File: config.mk
export PLATFORM = sky130hd
export DESIGN_NAME = uart_pattern_scanner
export DESIGN_NICKNAME = d
export VERILOG_FILES = /design/src/rtl/uart_pattern_scanner_pkg.sv /design/src/rtl/uart_rx_core.sv /design/src/rtl/uart_pattern_scanner.sv
export SDC_FILE = /design/constraint.sdc
export NUM_CORES = 1
export LEC_CHECK = 0
export ABC_AREA = 1
export ABC_CLOCK_PERIOD_IN_PS = 2650
export BUFFER_PORTS_ARGS = -buffer_cell sky130_fd_sc_hd__buf_4
export CAP_MARGIN = 40
export CORE_AREA = 2 2 76 78
export DETAILED_ROUTE_END_ITERATION = 10
export DIE_AREA = 0 0 78 80
export PLACE_DENSITY = 0.87
export RECOVER_POWER = 25
export REMOVE_ABC_BUFFERS = 1
export SLEW_MARGIN = 10
export SYNTH_ARGS = -nofsm -noshare
export SYNTH_HDL_FRONTEND = slang
export SYNTH_SLANG_ARGS = --single-unit
File: constraint.sdc
create_clock -name clk -period 2.65 [get_ports clk]
set_clock_uncertainty 0.2 [all_clocks]
set_input_delay 0.53 -clock clk [delete_from_list [all_inputs] [get_ports clk]]
set_output_delay 0.53 -clock clk [all_outputs]
set_load 0.02 [all_outputs]
File: src/rtl/uart_pattern_scanner_pkg.sv
// Shared definitions for the UART pattern scanner: receive FSM encoding and
// baud divider arithmetic.
// No ports; imported by uart_rx_core and uart_pattern_scanner.
package uart_pattern_scanner_pkg;

   typedef enum logic [2:0] {
      ST_IDLE,
      ST_START,
      ST_DATA,
      ST_PARITY,
      ST_STOP
   } rx_state_t;

   // Below this the half-bit start check would degenerate.
   localparam int MIN_DIV = 4;

   // Clocks per bit, rounded to nearest.
   function automatic int calc_div(input longint clk_hz, input longint baud);
      longint d;
      d = (clk_hz + baud / 2) / baud;
      return (d < longint'(MIN_DIV)) ? MIN_DIV : int'(d);
   endfunction

   // Wait from the falling edge to the middle of the start bit.
   function automatic int calc_half_div(input int div);
      return div / 2;
   endfunction

endpackage

File: src/rtl/uart_rx_core.sv
// UART frame receiver: synchronizes rx, times start/data/parity/stop bits, flags errors.
// Latency: 3-flop input path, then one registered pulse per sampled bit and per frame.
// Backpressure: none; pulses are fire-and-forget and the line cannot be stalled.
// Ports: clk, rst (sync, active-high), rx (async line); bit_strobe/bit_val per data bit;
//        rx_data/rx_valid per good frame; framing_error/parity_error pulses.
module uart_rx_core
   import uart_pattern_scanner_pkg::*;
#(
   parameter int CLK_FREQ_HZ = 25_000_000,
   parameter int BAUD_RATE   = 115_200,
   parameter int DATA_BITS   = 8,
   parameter int PARITY_EN   = 0,
   parameter int PARITY_ODD  = 0
) (
   input  logic                 clk,
   input  logic                 rst,
   input  logic                 rx,
   output logic                 bit_strobe,
   output logic                 bit_val,
   output logic [DATA_BITS-1:0] rx_data,
   output logic                 rx_valid,
   output logic                 framing_error,
   output logic                 parity_error
);

   localparam int DIV     = calc_div(longint'(CLK_FREQ_HZ), longint'(BAUD_RATE));
   localparam int HALF    = calc_half_div(DIV);
   localparam int CW      = $clog2(DIV);
   localparam bit PAR_ON  = (PARITY_EN != 0);
   localparam bit PAR_EXP = (PARITY_ODD != 0);

   logic                 rx_s1, rx_s2, rx_s3;
   rx_state_t            state;
   logic [CW-1:0]        cnt;
   logic [2:0]           bit_idx;
   logic [DATA_BITS-1:0] shreg;
   logic                 par_acc;
   logic                 brk;

   always_ff @(posedge clk) begin
      if (rst) begin
         rx_s1         <= 1'b1;
         rx_s2         <= 1'b1;
         rx_s3         <= 1'b1;
         state         <= ST_IDLE;
         cnt           <= '0;
         bit_idx       <= '0;
         shreg         <= '0;
         par_acc       <= 1'b0;
         brk           <= 1'b0;
         bit_strobe    <= 1'b0;
         bit_val       <= 1'b0;
         rx_data       <= '0;
         rx_valid      <= 1'b0;
         framing_error <= 1'b0;
         parity_error  <= 1'b0;
      end else begin
         rx_s1         <= rx;
         rx_s2         <= rx_s1;
         rx_s3         <= rx_s2;
         bit_strobe    <= 1'b0;
         rx_valid      <= 1'b0;
         framing_error <= 1'b0;
         parity_error  <= 1'b0;

         case (state)
            ST_IDLE: begin
               cnt <= '0;
               brk <= 1'b0;
               if (rx_s3 && !rx_s2) state <= ST_START;
            end
            ST_START: begin
               if (cnt == CW'(HALF - 1)) begin
                  cnt     <= '0;
                  bit_idx <= '0;
                  par_acc <= 1'b0;
                  // Line back high by mid start bit: treat as a glitch.
                  state   <= rx_s2 ? ST_IDLE : ST_DATA;
               end else begin
                  cnt <= cnt + CW'(1);
               end
            end
            ST_DATA: begin
               if (cnt == CW'(DIV - 1)) begin
                  cnt        <= '0;
                  // LSB arrives first, so shift in from the top.
                  shreg      <= {rx_s2, shreg[DATA_BITS-1:1]};
                  par_acc    <= par_acc ^ rx_s2;
                  bit_strobe <= 1'b1;
                  bit_val    <= rx_s2;
                  if (bit_idx == 3'(DATA_BITS - 1))
                     state <= PAR_ON ? ST_PARITY : ST_STOP;
                  else
                     bit_idx <= bit_idx + 3'd1;
               end else begin
                  cnt <= cnt + CW'(1);
               end
            end
            ST_PARITY: begin
               if (cnt == CW'(DIV - 1)) begin
                  cnt     <= '0;
                  par_acc <= par_acc ^ rx_s2;
                  state   <= ST_STOP;
               end else begin
                  cnt <= cnt + CW'(1);
               end
            end
            ST_STOP: begin
               if (brk) begin
                  // Break: hold here until the line returns to idle.
                  if (rx_s2) state <= ST_IDLE;
               end else if (cnt == CW'(DIV - 1)) begin
                  cnt <= '0;
                  // par_acc now holds data ^ parity bit; it must equal PAR_EXP.
                  parity_error <= PAR_ON && (par_acc != PAR_EXP);
                  if (rx_s2) begin
                     if (!(PAR_ON && (par_acc != PAR_EXP))) begin
                        rx_valid <= 1'b1;
                        rx_data  <= shreg;
                     end
                     state <= ST_IDLE;
                  end else begin
                     framing_error <= 1'b1;
                     brk           <= 1'b1;
                  end
               end else begin
                  cnt <= cnt + CW'(1);
               end
            end
            default: state <= ST_IDLE;
         endcase
      end
   end

endmodule

File: src/rtl/uart_pattern_scanner.sv
// UART receiver feeding a sliding bit window matched against programmable pattern slots.
// Latency: match pulses one cycle after the data bit_strobe; match_count one cycle later.
// Backpressure: none; every received bit is scanned, errors flush the window.
// Ports: clk, rst, rx; cfg_we/cfg_idx/cfg_pattern/cfg_en slot writes; cnt_clr;
//        receiver outputs from uart_rx_core; shift_window, match, match_count.
module uart_pattern_scanner
   import uart_pattern_scanner_pkg::*;
#(
   parameter int CLK_FREQ_HZ = 25_000_000,
   parameter int BAUD_RATE   = 115_200,
   parameter int DATA_BITS   = 8,
   parameter int PARITY_EN   = 0,
   parameter int PARITY_ODD  = 0,
   parameter int PAT_LEN     = 4,
   parameter int NUM_PAT     = 2,
   parameter int CNT_W       = 8,
   localparam int IDX_W      = (NUM_PAT > 1) ? $clog2(NUM_PAT) : 1
) (
   input  logic                 clk,
   input  logic                 rst,
   input  logic                 rx,
   input  logic                 cfg_we,
   input  logic [IDX_W-1:0]     cfg_idx,
   input  logic [PAT_LEN-1:0]   cfg_pattern,
   input  logic                 cfg_en,
   input  logic                 cnt_clr,
   output logic                 bit_strobe,
   output logic [DATA_BITS-1:0] rx_data,
   output logic                 rx_valid,
   output logic                 framing_error,
   output logic                 parity_error,
   output logic [PAT_LEN-1:0]   shift_window,
   output logic [NUM_PAT-1:0]   match,
   output logic [CNT_W-1:0]     match_count
);

   localparam int FILL_W = $clog2(PAT_LEN + 1);

   logic                bit_val;
   logic [PAT_LEN-1:0]  pat_q [NUM_PAT];
   logic [NUM_PAT-1:0]  en_q;
   logic [FILL_W-1:0]   fill_q;
   logic [FILL_W-1:0]   fill_nxt;
   logic [PAT_LEN:0]    win_ext;
   logic [PAT_LEN-1:0]  win_nxt;
   logic [NUM_PAT-1:0]  hit;

   uart_rx_core #(
      .CLK_FREQ_HZ (CLK_FREQ_HZ),
      .BAUD_RATE   (BAUD_RATE),
      .DATA_BITS   (DATA_BITS),
      .PARITY_EN   (PARITY_EN),
      .PARITY_ODD  (PARITY_ODD)
   ) u_rx (
      .clk           (clk),
      .rst           (rst),
      .rx            (rx),
      .bit_strobe    (bit_strobe),
      .bit_val       (bit_val),
      .rx_data       (rx_data),
      .rx_valid      (rx_valid),
      .framing_error (framing_error),
      .parity_error  (parity_error)
   );

   // Post-shift view, evaluated in the strobe cycle so match lands one cycle later.
   // The extended vector keeps PAT_LEN = 1 legal.
   always_comb begin
      win_ext  = {shift_window, bit_val};
      win_nxt  = win_ext[PAT_LEN-1:0];
      fill_nxt = (fill_q == FILL_W'(PAT_LEN)) ? fill_q : fill_q + FILL_W'(1);
      hit      = '0;
      for (int i = 0; i < NUM_PAT; i++)
         hit[i] = (fill_nxt == FILL_W'(PAT_LEN)) && en_q[i] && (win_nxt == pat_q[i]);
   end

   always_ff @(posedge clk) begin
      if (rst) begin
         shift_window <= '0;
         fill_q       <= '0;
         match        <= '0;
         match_count  <= '0;
         en_q         <= '0;
         for (int i = 0; i < NUM_PAT; i++) pat_q[i] <= '0;
      end else begin
         match <= '0;
         if (framing_error || parity_error) begin
            shift_window <= '0;
            fill_q       <= '0;
         end else if (bit_strobe) begin
            shift_window <= win_nxt;
            fill_q       <= fill_nxt;
            match        <= hit;
         end

         if (cfg_we && (int'(cfg_idx) < NUM_PAT)) begin
            pat_q[cfg_idx] <= cfg_pattern;
            en_q[cfg_idx]  <= cfg_en;
         end

         if (cnt_clr)
            match_count <= '0;
         else if ((|match) && (match_count != {CNT_W{1'b1}}))
            match_count <= match_count + CNT_W'(1);
      end
   end

endmodule

# ---- After elaboration in Yosys (flattened, before gate mapping)
# Memories as Yosys holds them, arrays and structs flattened.
# Cells that the tools add are included.
dict set report totals {
  regBits 57
  latchBits 0
  mem_bits_rw 8
  mem_bits_ro 0
  output_inout_bits 26
  word_cells 112
  memories 1
}
dict set report op_classes {
  add_sub_neg 4
  n_mul 0
  div_mod_pow 0
  n_lt_le_gt_ge 2
  n_eq_ne 20
  shift 0
  muxes 36
  n_bitwise 5
  n_reduce_logical 26
}
# name depth width rd rd_clocked_by_memory_dff wr line_no
set memory_table {}
lappend memory_table {pat_q 2 4 2 0 2 uart_pattern_scanner.sv:40} ;# logic [PAT_LEN-1:0] pat_q [NUM_PAT];
# op count
set op_table {}
lappend op_table {{two-way mux 3 bit} 12}
lappend op_table {{one-hot mux 8 bit (4 select lines)} 1}
lappend op_table {{two-way mux 8 bit} 3}
lappend op_table {{adder 8 x 1 -> 8 bit, second input constant} 2}
lappend op_table {{one-hot mux 3 bit (5 select lines)} 1}
lappend op_table {{two-way mux 1 bit} 13}
lappend op_table {{== test 3 bit, second input constant} 4}
lappend op_table {{inequality test 2 x 1 -> 1 bit, second input constant} 5}
lappend op_table {{OR reduction 2 bit} 5}
lappend op_table {{== test 4 bit} 2}
lappend op_table {{== test 8 x 7 -> 1 bit, second input constant} 1}
lappend op_table {{== test 8 bit, second input constant} 1}
lappend op_table {{inequality test 8 bit, second input constant} 1}
lappend op_table {{AND reduction 4 bit} 2}
lappend op_table {{OR reduction 4 bit} 2}
lappend op_table {{logical AND 1 bit} 7}
lappend op_table {{adder 3 x 1 -> 3 bit, second input constant} 2}
lappend op_table {{== test 3 x 2 -> 1 bit, second input constant} 2}
lappend op_table {{one-hot mux 3 bit (2 select lines)} 1}
lappend op_table {{AND reduction 6 bit} 1}
lappend op_table {{OR reduction 3 bit} 2}
lappend op_table {{NOT 1 bit} 5}
lappend op_table {{two-way mux 4 bit} 1}
lappend op_table {{inequality test 2 bit, second input constant} 2}
lappend op_table {{other kinds (13)} 15}

# ---- Logic depth before layout (Yosys ltp)
dict set report logic_depth {
  depth_word 5
  ltp_mapped 12
  mapped_depth_nobuf 12
}

# ---- Modules after synthesis
# A second synthesis with hierarchy kept.
dict set report hier_totals {
  hier_cells 418
  area_unflattened_um2 3103.0
}
# mod instances cells_per_inst area_each_um2
set by_module_without_submodules {}
lappend by_module_without_submodules {uart_rx_core 1 225 1702.9}
lappend by_module_without_submodules {uart_pattern_scanner 1 193 1400.1}

# ---- Least setup slack after synthesis
# OpenSTA, ideal clock, no wires.
dict set report synth_timing {
  kind {input to register}
  start {in rst}
  end {mem pat_q[1][0], enable pin}
  setup_ps 312
  t_arrival_ps 1248
  t_required_ps 2138
  setup_slack_ps 890
  cell_stages 4
  path_buffers 2
  cell_sequence {clkbuf_1 > inv_1 > clkbuf_1 > nand2_1}
}
# item line_no
set synth_lines {}
lappend synth_lines {{start: declaration} uart_pattern_scanner.sv:20} ;# input logic rst,
lappend synth_lines {{end: declaration} uart_pattern_scanner.sv:40}

# ---- Final worst setup path
dict set report layout_timing {
  start {reg u_rx.cnt[0]}
  end {reg u_rx.shreg[7]}
}
dict set report layout_between {
  elab_chain_cells 2
}
# item line_no
set layout_lines {}
lappend layout_lines {{start: declaration} uart_rx_core.sv:34} ;# logic [CW-1:0] cnt;
lappend layout_lines {{start signal: assignment} uart_rx_core.sv:80} ;# cnt <= cnt + CW'(1);
lappend layout_lines {{start signal: assignment} uart_rx_core.sv:96} ;# cnt <= cnt + CW'(1);
lappend layout_lines {{start signal: assignment} uart_rx_core.sv:105} ;# cnt <= cnt + CW'(1);
lappend layout_lines {{== test 8 bit} uart_rx_core.sv:84} ;# if (cnt == CW'(DIV - 1)) begin
lappend layout_lines {{AND reduction 2 bit (no line)} -}
lappend layout_lines {{end signal: assignment} uart_rx_core.sv:87} ;# shreg <= {rx_s2, shreg[DATA_BITS-1:1]};
lappend layout_lines {{end: declaration} uart_rx_core.sv:36} ;# logic [DATA_BITS-1:0] shreg;
# Every way passes these cells.
# A chain may end at the register's enable or synchronous reset.

==> summary.txt <==
STA
  • Unrepaired setup endpoints after global routing: no
  • Fin crit share: 75.9%
  • Setup slack after layout: 0.638 ns
  • Final Max Tran Viols: 0
  • Tmin final: 2.01 ns
  • Setup TNS: 0 ns
  • Fmax: 0.497 GHz
  • Setup-failing EPs final: 0
  • Hold Fails Final Rpt: 0

Synthesis
  • Synth Instances: 374
  • Area leader, netlist: dfxtp_1
  • Sequential share of the synthesized area: 46.5%
  • Post-Syn Area: 2930 um^2
  • Seq cells post-synth: 64
  • Synth top area cells: dfxtp_1 38%, nand2_1 8.5%, edfxtp_1 8.2%
  • Post-Syn Area per Cell: 7.83 um^2
  • Number of enable flip-flop cells after synthesis: 8
  • Synth async-reset ratio: 0%
  • Syn. warnings: 0
  • Count leader, synth: nand2_1
  • Post-synth top area share: 38.3%
  • Top FF cell, synth: dfxtp_1
  • Distinct cells, synth: 40
  • Synth top cells by count: 66 x nand2_1, 56 x dfxtp_1, 51 x inv_1

Drt
  • DR pass1 iterations: 5
  • Post-Route WL: 5.66 mm
  • WL/cell: 11.6 um
  • # DRC: 0
  • Drt via density: 5.14
  • DR vias: 2513
  • Iteration-0 DRC Markers: 117
  • Post-DRT Antenna Nets: 0

Worst setup path
  • CP dominant cell by count: nand2_1
  • Critical path origin: u_rx.cnt[0]
  • CP Cell Sequence: inv_1 > ha_1 > nand2_1 > nor2_2 > nand2_1 > clkinv_2 > nand2_1 > o21ai_0 > a21oi_1
  • Crit. End Element: flop
  • Crit path kind: flop to flop
  • WP data required: 2.71 ns
  • Critical Path Fanout Max: 10
  • CP max stage delay: 0.39 ns
  • Critical Path AT: 2.07 ns
  • Critical path startpoint category: flop
  • Slowest CP cell: dfxtp_1
  • Reg2Reg Launch Point: u_rx.cnt[0]

Clock tree
  • CTS Buf Count: 9
  • Hold Buf Count CTS: 0
  • CTS Sinks: 64
  • CTS Buffer Depth: 2
  • Worst skew pair latency: 0.33 ns
  • H-tree depth: 3
  • Post-cts gate resize count: 0
  • Postcts setup bufs: 0
  • CTS tree: yes
  • Clk slew on worst S/H paths: 0.06 ns
  • Root Buffer: clkbuf_8

Run status
  • Status: complete, no violations

GRT
  • Initial antenna violation count: 0
  • Largest net degree at the start of global routing: 29
  • GRT overflow: 0
  • First-pass GRT wire length: 9.69 mm
  • Tot GR Track Use: 19.6%
  • Vias in the first global route: 2358

Cells and area
  • Layout cells sized above 1: 14.4%
  • Layout area overhead: 16.2%
  • Area of the multi-input gates: 1300 um^2
  • Finished Cell Area: 3400 um^2
  • Fillcell total: 473
  • Storage element area: 1360 um^2
  • Nets@finish: 431
  • # diodes: 0

Floorplanning
  • Die X: 78 um
  • Die area: 6240 um^2
  • Cell row count: 27
  • I/O pin count: 37
  • Die Y: 80 um
  • Starting Density: 54.2%
  • CORE AREA: 5410 um^2

Power and ir drop
  • PwrDens: 716 nW/um^2
  • Leakage: 1.40 nW
  • Peak supply drop: 0.340 mV

Place
  • Pre-CTS WS: 0.594 ns
  • GP Congestion: 0.866
  • Area after detailed placement: 3250 um^2
  • DPL Wire Length: 4.07 mm
  • # port buffers: 35

Worst hold path
  • Hold Crit Start: rx
  • Hold Crit Class: input pin to flop

Flow run
  • Max-Cap Viols: 0
==> logic make-up (layout without fill, tap and decap cells) <==
logic type	Yosys count	in the layout	synth area share, %
flip-flops	64	64	46.5
AND/OR/NAND/NOR	156	156	24.4
other	1	1	0.128
AO/OA/AOI/OAI	66	66	13.1
adder cells (fa/ha/maj)	7	7	2.99
buffers and inverters	67	110	9.06
XOR/XNOR	13	13	3.89
==> path summary, 6_finish.rpt <==
| kind | endpoint | slack (ns) | cells after the start |
|---|---|---|---|
| worst min register to register | u_rx.rx_s2 | 0.21 | 1 |
| worst min-delay path | u_rx.rx_s1 | 0.19 | 2 |
| worst max-delay path | u_rx.shreg[7] | 0.64 | 9 |
| worst max register to register | u_rx.shreg[7] | 0.64 | 9 |
==> routing by layer <==
metal  global-route usage, %  vias up  wire (um)
li1                        -     1289          -
met2                    35.7       55       2880
met4                    7.37        0         84
met1                    21.0     1159       2480
met5                       0        -          0
met3                    6.56       10        217
==> worst max-delay path, delay by kind of cell, from the launching register on <==
kind,cells,cell delay (ns)
compound gates,2,0.28
fa+ha+maj,1,0.20
buf+inv,2,0.28
flops,1,0.39
simple gates,4,0.60
==> sequential cells by signal, summed over array words and instances, names as in the netlist <==
name	count
u_rx.brk	1
shift_window	4
u_rx.rx_s2	1
u_rx.bit_idx	3
u_rx.state	3
u_rx.bit_strobe	1
u_rx.framing_error	1
u_rx.rx_s3	1
match	2
en_q	2
u_rx.shreg	8
u_rx.rx_valid	1
u_rx.rx_data	8
pat_q	8
u_rx.rx_s1	1
fill_q	3
match_count	8
u_rx.cnt	8
==> layout by cell type, fill, tap and decap left out, types with 5 or more instances in the layout <==
cell	Yosys	layout
a21oi_1	33	33
edfxtp_1	8	8
inv_1	51	51
ha_1	7	7
nand4_1	5	5
nand2_1	66	67
inv_2	6	6
nand3_1	21	21
clkbuf_8	0	9
xor2_1	6	6
clkbuf_1	4	12
nor3_1	6	6
xnor2_1	7	7
o21a_1	8	8
o21ai_0	16	16
dfxtp_1	56	56
buf_4	1	26
nor2_1	39	39
==> stage by stage <==
step | power (W) | hold WS, ns | instances | utilization (%)
3_5_place_dp | 0.00163 | 0.202 | 474 | 60.0
3_3_place_gp | 0.00161 | 0.194 | 474 | 60.0
5_1_grt | 0.00259 | 0.177 | 489 | 62.9
4_1_cts | 0.00246 | 0.171 | 489 | 63.7
6_report | 0.00244 | 0.186 | 489 | 62.9
2_1_floorplan | 0.00151 | 0.189 | 366 | -
==> where the power goes <==
group	leakage (nW)	internal [W]	switching, W
clock	0.101	0.000484	0.000335
combinational	0.767	0.000177	0.000338
sequential	0.531	0.00104	0.0000604
==> final cells by class <==
type | count | area share [%]
Clock inverter | 3 | 1.18
Inverter | 59 | 6.55
Timing Repair Buffer | 36 | 6.84
Sequential cell | 64 | 40.0
Tap cell | 72 | 2.65
Multi-Input combinational cell | 243 | 38.2
Clock buffer | 12 | 4.60
No activity file was read; power rests on OpenSTA's default activity.
